## src/rtl/tcnt_axi_regslice_pkg.sv

```systemverilog
// Shared types and helpers for the multi-stage AXI channel register slice.
package tcnt_axi_regslice_pkg;

  typedef enum logic [1:0] {
    EMPTY = 2'd0,
    BUSY  = 2'd1,
    FULL  = 2'd2
  } state_e;

  localparam int unsigned MAX_STAGES = 8;

  // Width of the per-stage tap buses; kept at 1 so a single stage still has a legal port.
  function automatic int unsigned f_sv_w(input int unsigned stages);
    return (stages > 1) ? (stages - 1) : 1;
  endfunction

endpackage

```

## src/rtl/tcnt_axi_regslice_if.sv

```systemverilog
// Valid/ready/payload bundle for one AXI channel; master drives valid/payload.
interface tcnt_axi_regslice_if #(
  parameter int unsigned PAYLOAD_W = 64
);
  logic                 valid;
  logic                 ready;
  logic [PAYLOAD_W-1:0] payload;

  modport master (output valid, output payload, input ready);
  modport slave  (input valid, input payload, output ready);
endinterface

```

## src/rtl/tcnt_axi_regslice_stage.sv

```systemverilog
// One two-entry skid stage: every output (valid, ready, payload) comes straight from a flop.
module tcnt_axi_regslice_stage
  import tcnt_axi_regslice_pkg::*;
#(
  parameter int unsigned PAYLOAD_W     = 64,
  parameter bit          RESET_PAYLOAD = 1'b1
) (
  input  logic                 aclk,
  input  logic                 areset,
  input  logic                 i_valid,
  output logic                 o_ready,
  input  logic [PAYLOAD_W-1:0] i_payload,
  output logic                 o_valid,
  input  logic                 i_ready,
  output logic [PAYLOAD_W-1:0] o_payload
);

  state_e               r_state;
  state_e               w_next;
  logic                 r_valid;
  logic                 r_ready;
  logic [PAYLOAD_W-1:0] r_main;
  logic [PAYLOAD_W-1:0] r_skid;
  logic                 w_in_fire;
  logic                 w_out_fire;
  logic                 w_main_from_in;
  logic                 w_main_from_skid;
  logic                 w_skid_from_in;

  assign w_in_fire  = i_valid & r_ready;
  assign w_out_fire = r_valid & i_ready;

  always_comb begin
    w_next           = r_state;
    w_main_from_in   = 1'b0;
    w_main_from_skid = 1'b0;
    w_skid_from_in   = 1'b0;
    case (r_state)
      EMPTY: begin
        if (w_in_fire) begin
          w_next         = BUSY;
          w_main_from_in = 1'b1;
        end
      end
      BUSY: begin
        if (w_in_fire && w_out_fire) begin
          w_main_from_in = 1'b1;
        end else if (w_in_fire) begin
          w_next         = FULL;
          w_skid_from_in = 1'b1;
        end else if (w_out_fire) begin
          w_next = EMPTY;
        end
      end
      FULL: begin
        // r_ready is low here, so only the drain side can move.
        if (w_out_fire) begin
          w_next           = BUSY;
          w_main_from_skid = 1'b1;
        end
      end
      default: w_next = EMPTY;
    endcase
  end

  always_ff @(posedge aclk) begin
    if (areset) begin
      r_state <= EMPTY;
      r_valid <= 1'b0;
      r_ready <= 1'b0;
    end else begin
      r_state <= w_next;
      r_valid <= (w_next != EMPTY);
      r_ready <= (w_next != FULL);
    end
  end

  // Payload only moves on a handshake, so idle-bus X never reaches main.
  always_ff @(posedge aclk) begin
    if (areset && RESET_PAYLOAD) begin
      r_main <= '0;
      r_skid <= '0;
    end else begin
      if (w_main_from_in) begin
        r_main <= i_payload;
      end else if (w_main_from_skid) begin
        r_main <= r_skid;
      end
      if (w_skid_from_in) begin
        r_skid <= i_payload;
      end
    end
  end

  assign o_ready   = r_ready;
  assign o_valid   = r_valid;
  assign o_payload = r_main;

endmodule

```

## src/rtl/tcnt_axi_regslice.sv

```systemverilog
// Cascade of STAGES skid stages on one AXI channel, with intermediate valid/ready taps.
module tcnt_axi_regslice
  import tcnt_axi_regslice_pkg::*;
#(
  parameter int unsigned PAYLOAD_W     = 64,
  parameter int unsigned STAGES        = 2,
  parameter bit          RESET_PAYLOAD = 1'b1
) (
  input  logic                            aclk,
  input  logic                            areset,
  tcnt_axi_regslice_if.slave              s,
  tcnt_axi_regslice_if.master             m,
  output logic [f_sv_w(STAGES)-1:0]       stage_valid,
  output logic [f_sv_w(STAGES)-1:0]       stage_ready
);

  if (STAGES < 1 || STAGES > MAX_STAGES) begin : g_bad_stages
    $error("tcnt_axi_regslice: STAGES must be in 1..%0d", MAX_STAGES);
  end

  // Link i sits between stage i-1 and stage i; link 0 is s, link STAGES is m.
  logic                 w_valid   [0:STAGES];
  logic                 w_ready   [0:STAGES];
  logic [PAYLOAD_W-1:0] w_payload [0:STAGES];

  assign w_valid[0]       = s.valid;
  assign w_payload[0]     = s.payload;
  assign s.ready          = w_ready[0];
  assign m.valid          = w_valid[STAGES];
  assign m.payload        = w_payload[STAGES];
  assign w_ready[STAGES]  = m.ready;

  for (genvar gi = 0; gi < STAGES; gi++) begin : g_stage
    tcnt_axi_regslice_stage #(
      .PAYLOAD_W     (PAYLOAD_W),
      .RESET_PAYLOAD (RESET_PAYLOAD)
    ) u_stage (
      .aclk      (aclk),
      .areset    (areset),
      .i_valid   (w_valid[gi]),
      .o_ready   (w_ready[gi]),
      .i_payload (w_payload[gi]),
      .o_valid   (w_valid[gi+1]),
      .i_ready   (w_ready[gi+1]),
      .o_payload (w_payload[gi+1])
    );
  end

  if (STAGES == 1) begin : g_no_taps
    assign stage_valid = '0;
    assign stage_ready = '0;
  end else begin : g_taps
    for (genvar gi = 0; gi < STAGES - 1; gi++) begin : g_tap
      assign stage_valid[gi] = w_valid[gi+1];
      assign stage_ready[gi] = w_ready[gi+1];
    end
  end

endmodule

```

## src/flat_wrapper.sv

```systemverilog
// flat-port wrapper written by rule: the top's interface ports become plain ports
module tcnt_axi_regslice_flat import tcnt_axi_regslice_pkg::*;
#(
  parameter int unsigned PAYLOAD_W     = 64,
  parameter int unsigned STAGES        = 2,
  parameter bit          RESET_PAYLOAD = 1'b1
)
  (aclk, areset, stage_valid, stage_ready, s_valid, s_payload, s_ready, m_valid, m_payload, m_ready);
  tcnt_axi_regslice_if #(.PAYLOAD_W(PAYLOAD_W)) s_i ();
  tcnt_axi_regslice_if #(.PAYLOAD_W(PAYLOAD_W)) m_i ();
  input  logic aclk;
  input  logic areset;
  output logic [f_sv_w(STAGES)-1:0] stage_valid;
  output logic [f_sv_w(STAGES)-1:0] stage_ready;
  input wire logic [$bits(s_i.valid)-1:0] s_valid;
  input wire logic [$bits(s_i.payload)-1:0] s_payload;
  output wire logic [$bits(s_i.ready)-1:0] s_ready;
  output wire logic [$bits(m_i.valid)-1:0] m_valid;
  output wire logic [$bits(m_i.payload)-1:0] m_payload;
  input wire logic [$bits(m_i.ready)-1:0] m_ready;
  assign s_i.valid = s_valid;
  assign s_i.payload = s_payload;
  assign s_ready = s_i.ready;
  assign m_valid = m_i.valid;
  assign m_payload = m_i.payload;
  assign m_i.ready = m_ready;
  tcnt_axi_regslice #(.PAYLOAD_W(PAYLOAD_W), .STAGES(STAGES), .RESET_PAYLOAD(RESET_PAYLOAD)) u_core (.aclk(aclk), .areset(areset), .s(s_i), .m(m_i), .stage_valid(stage_valid), .stage_ready(stage_ready));
endmodule
```

## config.mk

```make
export PLATFORM = sky130hd
export DESIGN_NAME = tcnt_axi_regslice_flat
export DESIGN_NICKNAME = d
export VERILOG_FILES = /design/src/rtl/tcnt_axi_regslice_pkg.sv /design/src/rtl/tcnt_axi_regslice_if.sv /design/src/rtl/tcnt_axi_regslice_stage.sv /design/src/rtl/tcnt_axi_regslice.sv /design/src/flat_wrapper.sv
export SDC_FILE = /design/constraint.sdc
export NUM_CORES = 1
export LEC_CHECK = 0
export ABC_CLOCK_PERIOD_IN_PS = 1500
export CELL_PAD_IN_SITES_DETAIL_PLACEMENT = 2
export CELL_PAD_IN_SITES_GLOBAL_PLACEMENT = 2
export CORE_UTILIZATION = 29
export CTS_CLUSTER_DIAMETER = 120
export CTS_CLUSTER_SIZE = 20
export DETAILED_ROUTE_END_ITERATION = 8
export GPL_TIMING_DRIVEN = 0
export PLACE_DENSITY_LB_ADDON = 0.2
export SYNTH_ARGS = -nofsm -noshare
export SYNTH_HDL_FRONTEND = slang
export SYNTH_SLANG_ARGS = --single-unit
```

## constraint.sdc

```tcl
create_clock -name aclk -period 1.5 [get_ports aclk]
set_input_delay 0.15 -clock aclk [delete_from_list [all_inputs] [get_ports aclk]]
set_output_delay 0.15 -clock aclk [all_outputs]
set_load 0.01 [all_outputs]
```

==> qor.txt, run 1 <==
Num ports: 136
Leak: 4.950 nW
Slowest cell on crit path: dfxtp_4
Hold/Removal Path Class: in2reg
Routed vias: 10.81k
Crit path max fanout: 10
Final Cell Area: 0.01425 mm²
TritonRoute pass-1 iters: 4
Crit path capture type: flip-flop
Die height: 195.5 µm
Die ar.: 0.03823 mm²
Antenna cells: 0
Number of global-route vias before repair: 11.42k
Peak supply drop: 579.9 µV
Hold_buf cts: 0
CTS tree: yes
Antenna violations before repair: 0
Measured slew at the worst slew-check pin: 1016 ps
Initial Utilization: 29.60%
CP delay by family, top: buffers and inverters
Setup CP Type: reg2reg
Fillers: 4122
RSZ-0062 raised after global routing: true
Failing checks: negative setup slack
Hold WS: 222.9 ps
Clock Path Buffers: 3
Most frequent cells in the layout: nand2_1 (258), dfxtp_1 (248), a21oi_1 (132), nand3_1 (128), nor3_1 (109)
DR DRC count: 0
Length of routed met3 wiring: 1386 µm
Maximum Capacitance Violations: 0
Cells after Synth: 1352
Synth warn: 0
Setup ws final: -7.762 ps
Most common cell after layout, fill and taps aside: nand2_1
Required @ worst endpoint: 1880 ps
H-Tree Depth: 1
Root Buffer: clkbuf_16
Highest Signal Layer: met4
Placed cell area: 0.01279 mm²
Syn_nets: 1420
First-pass GRT wire length: 67150 µm
Status: finished, violations left
Library cells used by synthesis: 28
Worst EP arrival: 1890 ps
Core area: 0.03670 mm²
Vias per cell: 5.438
Relative slew slack: 32.29%
Final setup violation count: 3
Share of layout cells above drive strength 1: 15.72%
Post-Syn Area: 0.01086 mm²
Largest net degree at the start of global routing: 21
Total GRT Usage: 22.34%
Routability cong.: 0.8036
NumNets Final: 1589
Pwr Density: 1020 mW/mm²
Worst-path clk slew: 100 ps
Met2 wire length: 21190 µm
Synth Register Bits: 264
Final hold vios: 0
Period utilization: 100.5%
Critical path's largest stage delay: 370 ps
Gr ovfl total: 0
Post-synthesis sequential area ratio: 48.66%
TritonCTS Buffers: 17
Total power draw: 14.53 mW
M1 WL: 21000 µm
Die Wd: 195.5 µm
Layout area overhead: 31.23%
Clock skew: 27.28 ps
CTS Sinks: 264
Detailed Route WL: 44350 µm
Post-layout minimum cycle time: 1508 ps
FP Rows: 70
Highest clock rate: 663.2 MHz
PortBufs: 134
CP cell instances: nand3b_1, buf_4, buf_6, buf_2, o21ai_0, a21oi_1
CP Buf/Inv Count: 3
WL/cell: 22.31 µm
Worst setup SP type: flip-flop
Dpl hpwl: 30700 µm
Detail Route Antenna Nets: 0
Final Max Slew Viols: 0
Avg Inst Size Synth: 8.034 µm²
1st-iter DRT viols: 439
Clock latency on the worst-skew pair: 510 ps
[where the power goes]
| part | switching [mW] | internal [mW] |
|---|---|---|
| combinational | 1.36 | 0.899 |
| clock | 2.60 | 2.06 |
| sequential | 0.280 | 7.32 |
| total | 4.25 | 10.3 |
[worst min-delay path: cells and delay by family]
family                 cells  cell delay (ps)
AO/OA/AOI/OAI              1               50
AND/OR/NAND/NOR            1               80
buffers and inverters      1              430
[layer usage]
layer	GRT usage, %	up-vias
li1	-	5222
met1	30.83	5368
met2	37.94	178
met3	2.090	42
met4	4.229	0
met5	0	-
[synthesized netlist by cell type]
| cell type | n | area (µm²) |
|---|---|---|
| a21boi_0 | 1 | 7.510 |
| inv_1 | 2 | 7.510 |
| a21bo_1 | 1 | 10.01 |
| o21ai_0 | 131 | 655.6 |
| nor3b_1 | 2 | 15.01 |
| dfxtp_1 | 264 | 5285 |
| nand2b_1 | 2 | 12.51 |
| and3b_1 | 3 | 26.28 |
| a21oi_1 | 132 | 660.6 |
| buf_2 | 72 | 360.4 |
| and2_1 | 1 | 6.260 |
| or3_1 | 1 | 6.260 |
| nand4b_1 | 2 | 17.52 |
| and4b_1 | 2 | 20.02 |
| nand3_1 | 128 | 640.6 |
| a311oi_1 | 128 | 1121 |
| nand2_1 | 260 | 975.9 |
| buf_4 | 2 | 15.01 |
| buf_1 | 7 | 26.28 |
| a21boi_2 | 1 | 11.26 |
| nand2_2 | 1 | 6.260 |
| nor4b_1 | 1 | 8.760 |
| a21bo_2 | 1 | 10.01 |
| nand3b_1 | 2 | 15.01 |
| a21o_1 | 2 | 15.01 |
| a31oi_1 | 1 | 6.260 |
| clkbuf_1 | 73 | 274.0 |
| nor3_1 | 129 | 645.6 |
[cell type report]
type / count / area (µm²) / area share [%]
flip-flops and latches: 264 / 5323 / 37.34
plain buffers: 150 / 1167 / 8.190
inverters: 2 / 7.507 / 0.05267
well taps: 468 / 585.6 / 4.108
clock inverters: 1 / 16.27 / 0.1141
multi-input cells: 932 / 5266 / 36.95
clock buffers: 17 / 425.4 / 2.985
repair buffers: 154 / 1463 / 10.26
[flip-flops by register name, summed over array words and instances (netlist names)]
name and flops:
u_core.g_stage.u_stage.o_payload 128, u_core.g_stage.u_stage.o_ready 2, u_core.g_stage.u_stage.o_valid 2, u_core.g_stage.u_stage.r_skid 128
u_core.g_stage.u_stage.r_state 4
[final timing paths]
check	startpoint	endpoint	slack (ps)	cells after the start
min reg2reg	u_core.g_stage[1].u_stage.r_skid[33]	u_core.g_stage[1].u_stage.o_payload[33]	480	2
min	s_payload[47]	u_core.g_stage[0].u_stage.r_skid[47]	220	3
max reg2reg	u_core.g_stage[1].u_stage.r_state[1]	u_core.g_stage[1].u_stage.r_skid[26]	-8	6
max	u_core.g_stage[1].u_stage.r_state[1]	u_core.g_stage[1].u_stage.r_skid[26]	-8	6
[what timing repair did]
item | in CTS | in global routing
endpoints found under the setup margin | 323 | 218
cloned | 1 | 5
gates resized for setup | 240 | 199
setup buffers | 6 | 8
hold endpoints to repair | 0 | 0
pin swaps | 1 | 13
[cell families after synthesis]
logic type             synth area share [%]
flip-flops                            48.66
AO/OA/AOI/OAI                         22.99
buffers and inverters                 6.290
AND/OR/NAND/NOR                       22.06
[metrics by stage]
step | instances | utilization [%] | setup TNS [ps] | setup slack (ps)
floorplan | 1352 | - | 0 | 96.17
global placement | 1954 | 34.85 | -123190 | -727.8
detailed placement | 1954 | 34.85 | -133500 | -801.4
CTS | 1977 | 37.11 | -11.93 | -11.93
global route | 1988 | 38.84 | -1038 | -63.70
finish | 1988 | 38.84 | -19.88 | -7.762
No activity file was read; power rests on OpenSTA's default activity.
==> run 2, diff against run 1 <==
Settings changed: ABC_CLOCK_PERIOD_IN_PS 1500 to 1780, CORE_MARGIN from default to 10, CORE_UTILIZATION 29 to 35.
Clock period 1.5 ns to 1.78 ns, I/O delays scaled along.
==> run 2 against run 1 <==
- the run now ends clean
- utilization rose by 4.8 points
- total power is 17% lower
- critical path depth decreased by 5
- register-to-register slack better by 70 ps
==> qor.txt, run 2 (synthesis gave the netlist of run 1 again) <==
Status: finished, final reports clean
Switching part of the total: 28.50% (-0.73 points)
Final setup violation count: 0 (-3)
Worst setup SP type: flip-flop
CP delay by family, top: buffers and inverters
Most common cell after layout, fill and taps aside: nand2_1
Share of layout cells above drive strength 1: 9.176% (-6.5 points)
Maximum Capacitance Violations: 0 (unchanged)
Relative slew slack: 33.74% (+1.4 points)
Fillers: 3481 (-16%)
Peak supply drop: 677.2 µV (+17%)
Die height: 196.2 µm (+0.32%)
Vias per cell: 5.674 (+4.3%)
Power share of the clock group: 32.4% (+0.3 points)
Pint: 8.588 mW (-17%)
Sw power: 3.424 mW (-19%)
Critical path's largest stage delay: 590 ps (+220 ps)
Final Cell Area: 0.01334 mm² (-6.4%)
PortBufs: 134 (unchanged)
Dpl hpwl: 31040 µm (+1.1%)
WL/cell: 22.52 µm (+0.96%)
Highest clock rate: 578.2 MHz
CP Buf/Inv Count: 1 (-2)
Final Max Slew Viols: 0 (unchanged)
CTS tree: yes
CP cell instances: clkdlybuf4s50_1
Gr ovfl total: 0 (unchanged)
Total GRT Usage: 21.42% (-0.92 points)
Crit path from: u_core.g_stage[0].u_stage.o_ready
CTS Sinks: 264 (unchanged)
Worst-path clk slew: 90 ps (about the same)
FP Rows: 64 (-8.6%)
NumNets Final: 1572 (-1.1%)
Detailed Route WL: 42820 µm (-3.5%)
Largest net degree at the start of global routing: 21 (unchanged)
Hold_sp: s_payload[17]
Slowest cell on crit path: clkdlybuf4s50_1
Post-CTS setup buffers: 0 (-6)
Hold/Removal Path Class: in2reg
Crit path capture type: output port
Seq pwr share: 53.3% (+1.0 points)
TritonCTS Buffers: 17 (unchanged)
Root Buffer: clkbuf_16
Crit path max fanout: 4 (-6)
Number of global-route vias before repair: 11.80k (+3.3%)
1st-iter DRT viols: 489 (+11%)
Leak: 4.325 nW (-13%)
H-Tree Depth: 1 (unchanged)
Layout Utilization: 43.60% (+4.8 points)
Num ports: 136 (unchanged)
Core area: 0.03059 mm² (-17%)
Detail Route Antenna Nets: 0 (unchanged)
Dpl cells: 1882 (-3.7%)
R2r setup slk: 60 ps (+70 ps)
Clock Path Buffers: 3 (unchanged)
TritonRoute pass-1 iters: 5 (+1)
Routed vias: 10.79k (-0.22%)
Post-layout minimum cycle time: 1730 ps
Antenna violations before repair: 1 (+1)
Placed cell area: 0.01270 mm² (-0.70%)
Total negative slack: 0 ps (+19.88 ps)
Clock skew: 28.54 ps (+1.266 ps)
Required @ worst endpoint: 1600 ps (-280 ps)
Hold_buf cts: 0 (unchanged)
Measured slew at the worst slew-check pin: 994.0 ps (-21.75 ps)
Hold WS: 268.7 ps (+45.82 ps)
Routability cong.: 0.8165 (+1.6%)
Initial Utilization: 35.51% (+5.9 points)
Die ar.: 0.03848 mm² (+0.65%)
FF-to-FF Start: u_core.g_stage[1].u_stage.r_state[0]
Layout area overhead: 22.80%
Logic pwr share: 14.3% (-1.3 points)
Layout Cells excl Fill: 1901 (-4.4%)
Die Wd: 196.2 µm (+0.32%)
Most frequent cells in the layout: nand2_1 (260), dfxtp_1 (259), a21oi_1 (132), o21ai_0 (131), clkdlybuf4s50_1 (131)
Pwr Density: 900.5 mW/mm² (-12%)
Setup CP Type: reg2out
Worst EP arrival: 1550 ps (-340 ps)
RSZ-0062 raised after global routing: true
Period utilization: 97.16%
First-pass GRT wire length: 67540 µm (+0.59%)
DR DRC count: 0 (unchanged)
Clock latency on the worst-skew pair: 520 ps (about the same)
Final hold vios: 0 (unchanged)
==> run 2: cell types whose count changed in the layout (fill, tap and decap cells not counted), moves of 33 or more <==
| cell | change |
|---|---|
| dlygate4sd2_1 | -67 |
| clkdlybuf4s50_1 | +65 |
| o21ai_0 | +44 |
| o21ai_1 | -40 |
| buf_6 | -34 |
| buf_2 | +33 |
==> run 2: metal layers <==
metal  wire length [µm]  share of wire (%)  track usage [%]
met3               1460                3.4            2.540
met5                  0                  0                0
met4                785                1.8            5.119
met1              19740                 46            27.79
met2              20830                 49            36.96
==> run 2: what timing repair did <==
item / CTS / global route
setup endpoints to repair: 176 / 197
cloned: 0 / 1
endpoints found under the hold margin: 0 / 0
pin swaps: 0 / 0
gates resized for setup: 38 / 66
==> run 2: cell type report <==
class | count | area, µm² | area share (%)
Clock inverter | 2 | 25.02 | 0.1876
Tap cell | 396 | 495.5 | 3.715
Sequential cell | 264 | 5291 | 39.67
Antenna cell | 1 | 2.502 | 0.01876
Clock buffer | 17 | 425.4 | 3.189
Multi-Input combinational cell | 932 | 4928 | 36.95
Inverter | 2 | 7.507 | 0.05629
Timing Repair Buffer | 135 | 1350 | 10.12
Buffer | 152 | 812.0 | 6.088
==> run 2: final timing paths <==
| check | end | cells after the start |
|---|---|---|
| max reg2reg | u_core.g_stage[1].u_stage.o_payload[44] | 6 |
| max | s_ready | 1 |
| min reg2reg | u_core.g_stage[0].u_stage.o_payload[14] | 2 |
| min | u_core.g_stage[0].u_stage.r_skid[17] | 3 |
==> run 2: power groups by stage <==
| stage | clock, mW | sequential [mW] | combinational, mW |
|---|---|---|---|
| floorplan | 0 | 6.49 | 0.819 |
| global placement | 0 | 6.52 | 1.63 |
| detailed placement | 0 | 6.53 | 1.67 |
| CTS | 3.99 | 6.40 | 1.70 |
| global route | 4.21 | 6.45 | 1.87 |
| finish | 3.89 | 6.40 | 1.72 |
==> run 2: per-stage QoR <==
| step | power, mW | setup slack [ps] |
|---|---|---|
| global placement | 8.152 | -458.1 |
| floorplan | 7.313 | 376.2 |
| global route | 12.52 | -20.23 |
| CTS | 12.08 | 2.371 |
| finish | 12.01 | 50.47 |
| detailed placement | 8.200 | -509.9 |
==> run 3, diff against run 2 <==
Settings changed: SETUP_SLACK_MARGIN from default to 0.3.
==> run 3 against run 2 <==
- routed wire length up 32%
- clock power up 3%
- worst setup slack better by 25 ps
- non-clock buffer count up 42
- final cell count up 2.2%
- utilization up 6.4 points
- first-iteration DRC count up 67%
- global-route usage up 1.8 points
- register-to-register slack better by 20 ps
==> qor.txt, run 3 (synthesis gave the netlist of run 1 again) <==
Status: finished, final reports clean
Post-layout minimum cycle time: 1704 ps (-25.28 ps)
CP Buf/Inv Count: 3 (+2)
CP cell instances: buf_6, nand4b_1, buf_6, buf_4, nand2_1, a311oi_1
Period utilization: 95.74% (-1.4 points)
RR Endpoint: u_core.g_stage[0].u_stage.o_payload[44]
Final hold vios: 0 (unchanged)
Pint: 8.840 mW (+2.9%)
Reg2reg path depth: 6 (unchanged)
Layout area overhead: 40.86%
Routability cong.: 0.8165 (unchanged)
Total negative slack: 0 ps (unchanged)
Logic pwr share: 17.9% (+3.6 points)
Switching part of the total: 30.63% (+2.1 points)
Final Max Slew Viols: 0 (unchanged)
Gr ovfl total: 0 (unchanged)
TritonRoute pass-1 iters: 5 (unchanged)
Number of global-route vias before repair: 12.30k (+4.2%)
Clock Path Buffers: 3 (unchanged)
Vias per cell: 6.178 (+8.9%)
Most frequent cells in the layout: dfxtp_1 (255), nand2_1 (222), a21oi_1 (124), nand3_1 (123), nor3_1 (98)
Routed vias: 12.00k (+11%)
Die Wd: 196.2 µm (unchanged)
Slowest cell on crit path: dfxtp_4
Clock latency on the worst-skew pair: 550 ps (+30 ps)
NumNets Final: 1614 (+2.7%)
Worst-path clk slew: 100 ps (about the same)
Initial Utilization: 35.51% (unchanged)
Worst setup SP type: flip-flop
Clock skew: 49.79 ps (+21.25 ps)
Seq pwr share: 50.7% (-2.6 points)
Core area: 0.03059 mm² (unchanged)
Detail Route Antenna Nets: 0 (unchanged)
Setup ws final: 75.75 ps (+25.28 ps)
Worst EP arrival: 2110 ps (+560 ps)
TritonCTS Buffers: 17 (unchanged)
Largest net degree at the start of global routing: 21 (unchanged)
Share of layout cells above drive strength 1: 21.93% (+13 points)
DR DRC count: 0 (unchanged)
Crit path max fanout: 10 (+6)
Measured slew at the worst slew-check pin: 999.7 ps (+5.713 ps)
Layout Utilization: 50.02% (+6.4 points)
Critical path's largest stage delay: 400 ps (-190 ps)
Fillers: 3203 (-8.0%)
Maximum Capacitance Violations: 0 (unchanged)
Hold path depth: 3 (unchanged)
Die ar.: 0.03848 mm² (unchanged)
First-pass GRT wire length: 72240 µm (+6.9%)
Hold_buf cts: 0 (unchanged)
Pre-CTS WS: -509.9 ps (unchanged)
Root Buffer: clkbuf_16
Die height: 196.2 µm (unchanged)
R2r setup slk: 80 ps (+20 ps)
RSZ-0062 raised after global routing: true
Final setup violation count: 0 (unchanged)
Power share of the clock group: 31.4% (-1.0 points)
CP delay by family, top: buffers and inverters
CTS tree: yes
Hold/Removal Path Class: in2reg
Most common cell after layout, fill and taps aside: dfxtp_1
Total power draw: 12.74 mW (+6.1%)
Required @ worst endpoint: 2180 ps (+580 ps)
Num ports: 136 (unchanged)
Highest clock rate: 586.8 MHz (+1.5%)
Pwr Density: 832.8 mW/mm² (-7.5%)
Setup CP Type: reg2reg
Detailed Route WL: 56580 µm (+32%)
FP Rows: 64 (unchanged)
Total GRT Usage: 23.19% (+1.8 points)
Sw power: 3.902 mW (+14%)
Hold_sp: s_payload[16]
Dpl hpwl: 31040 µm (unchanged)
Reg area: 0.005309 mm² (+0.33%)
H-Tree Depth: 1 (unchanged)
Relative slew slack: 33.36% (-0.38 points)
PortBufs: 134 (unchanged)
WL/cell: 29.12 µm (+29%)
CP dominant cell by count: buf_6
Leak: 5.326 nW (+23%)
Multi-input logic area: 0.005736 mm² (+16%)
Peak supply drop: 696.0 µV (+2.8%)
Crit path capture type: flip-flop
FF-to-FF Start: u_core.g_stage[0].u_stage.o_valid
1st-iter DRT viols: 817 (+67%)
CTS Sinks: 264 (unchanged)
Hold Path End: u_core.g_stage[0].u_stage.r_skid[16]
Antenna violations before repair: 2 (+1)
==> run 3: cell count changes in the layout (fill, tap and decap cells not counted), moves of 21 or more <==
cell / delta
clkbuf_2: -21
nand2_1: -38
nor3_1: -31
buf_2: -34
buf_4: +42
a311oi_1: -42
dlygate4sd2_1: +64
buf_6: +31
nor3_2: +28
o21ai_0: -86
clkdlybuf4s50_1: -65
o21ai_1: +75
a311oi_2: +41
==> run 3: stage by stage <==
stage,cell area [µm²],hold slack [ps],cells
6_report,15300,269.3,1943
5_1_grt,15300,284.4,1943
4_1_cts,13870,240.8,1917
3_5_place_dp,12700,471.8,1882
3_3_place_gp,12700,461.3,1882
2_1_floorplan,10860,325.7,1352
==> run 3: worst reg2reg max path, stage by stage, from the launching register on <==
cell and delay, ps:
dfxtp_4 400, buf_6 130, nand4b_1 130, buf_6 220, buf_4 230, nand2_1 120
a311oi_1 330
==> run 3: repair_timing <==
| action | 4_1_cts | 5_1_grt |
|---|---|---|
| pin swaps | 5 | 54 |
| endpoints found under the setup margin | 327 | 260 |
| setup buffers | 11 | 13 |
| resized for setup | 303 | 371 |
| cloned | 6 | 12 |
==> run 3: worst max path at each step <==
stage / cells after the start / endpoint / from
3_5_place_dp: 7 / u_core.g_stage[1].u_stage.o_payload[44] / m_ready
6_report: 6 / u_core.g_stage[0].u_stage.o_payload[44] / u_core.g_stage[0].u_stage.o_valid
3_3_place_gp: 7 / u_core.g_stage[1].u_stage.o_payload[44] / m_ready
5_1_grt: 5 / u_core.g_stage[1].u_stage.o_payload[36] / u_core.g_stage[1].u_stage.r_state[0]
4_1_cts: 5 / u_core.g_stage[0].u_stage.o_payload[44] / u_core.g_stage[0].u_stage.o_valid
2_1_floorplan: 6 / u_core.g_stage[1].u_stage.o_payload[0] / u_core.g_stage[1].u_stage.o_valid
==> run 3: cell type report <==
type,instances,area share (%)
well taps,396,3.238
clock inverters,2,0.1636
inverters,2,0.04907
flip-flops and latches,264,34.70
clock buffers,17,2.780
repair buffers,176,12.70
diodes,1,0.01636
plain buffers,153,8.865
multi-input cells,932,37.49
==> run 3: metal layers <==
layer / part of all wire, % / GRT usage [%] / routed length, µm / up-vias
met1: 40 / 29.07 / 22630 / 6099
met5: 0.023 / 0 / 13 / -
met3: 5.6 / 2.711 / 3162 / 157
met2: 50 / 40.75 / 28280 / 466
met4: 4.4 / 6.731 / 2502 / 2
li1: - / - / - / 5280
==> run 3: power by group through the flow <==
stage	clock, mW	combinational, mW	sequential, mW
2_1_floorplan	0	0.819	6.49
3_3_place_gp	0	1.63	6.52
3_5_place_dp	0	1.67	6.53
4_1_cts	3.99	1.82	6.40
5_1_grt	4.25	2.41	6.49
6_report	4.00	2.28	6.46
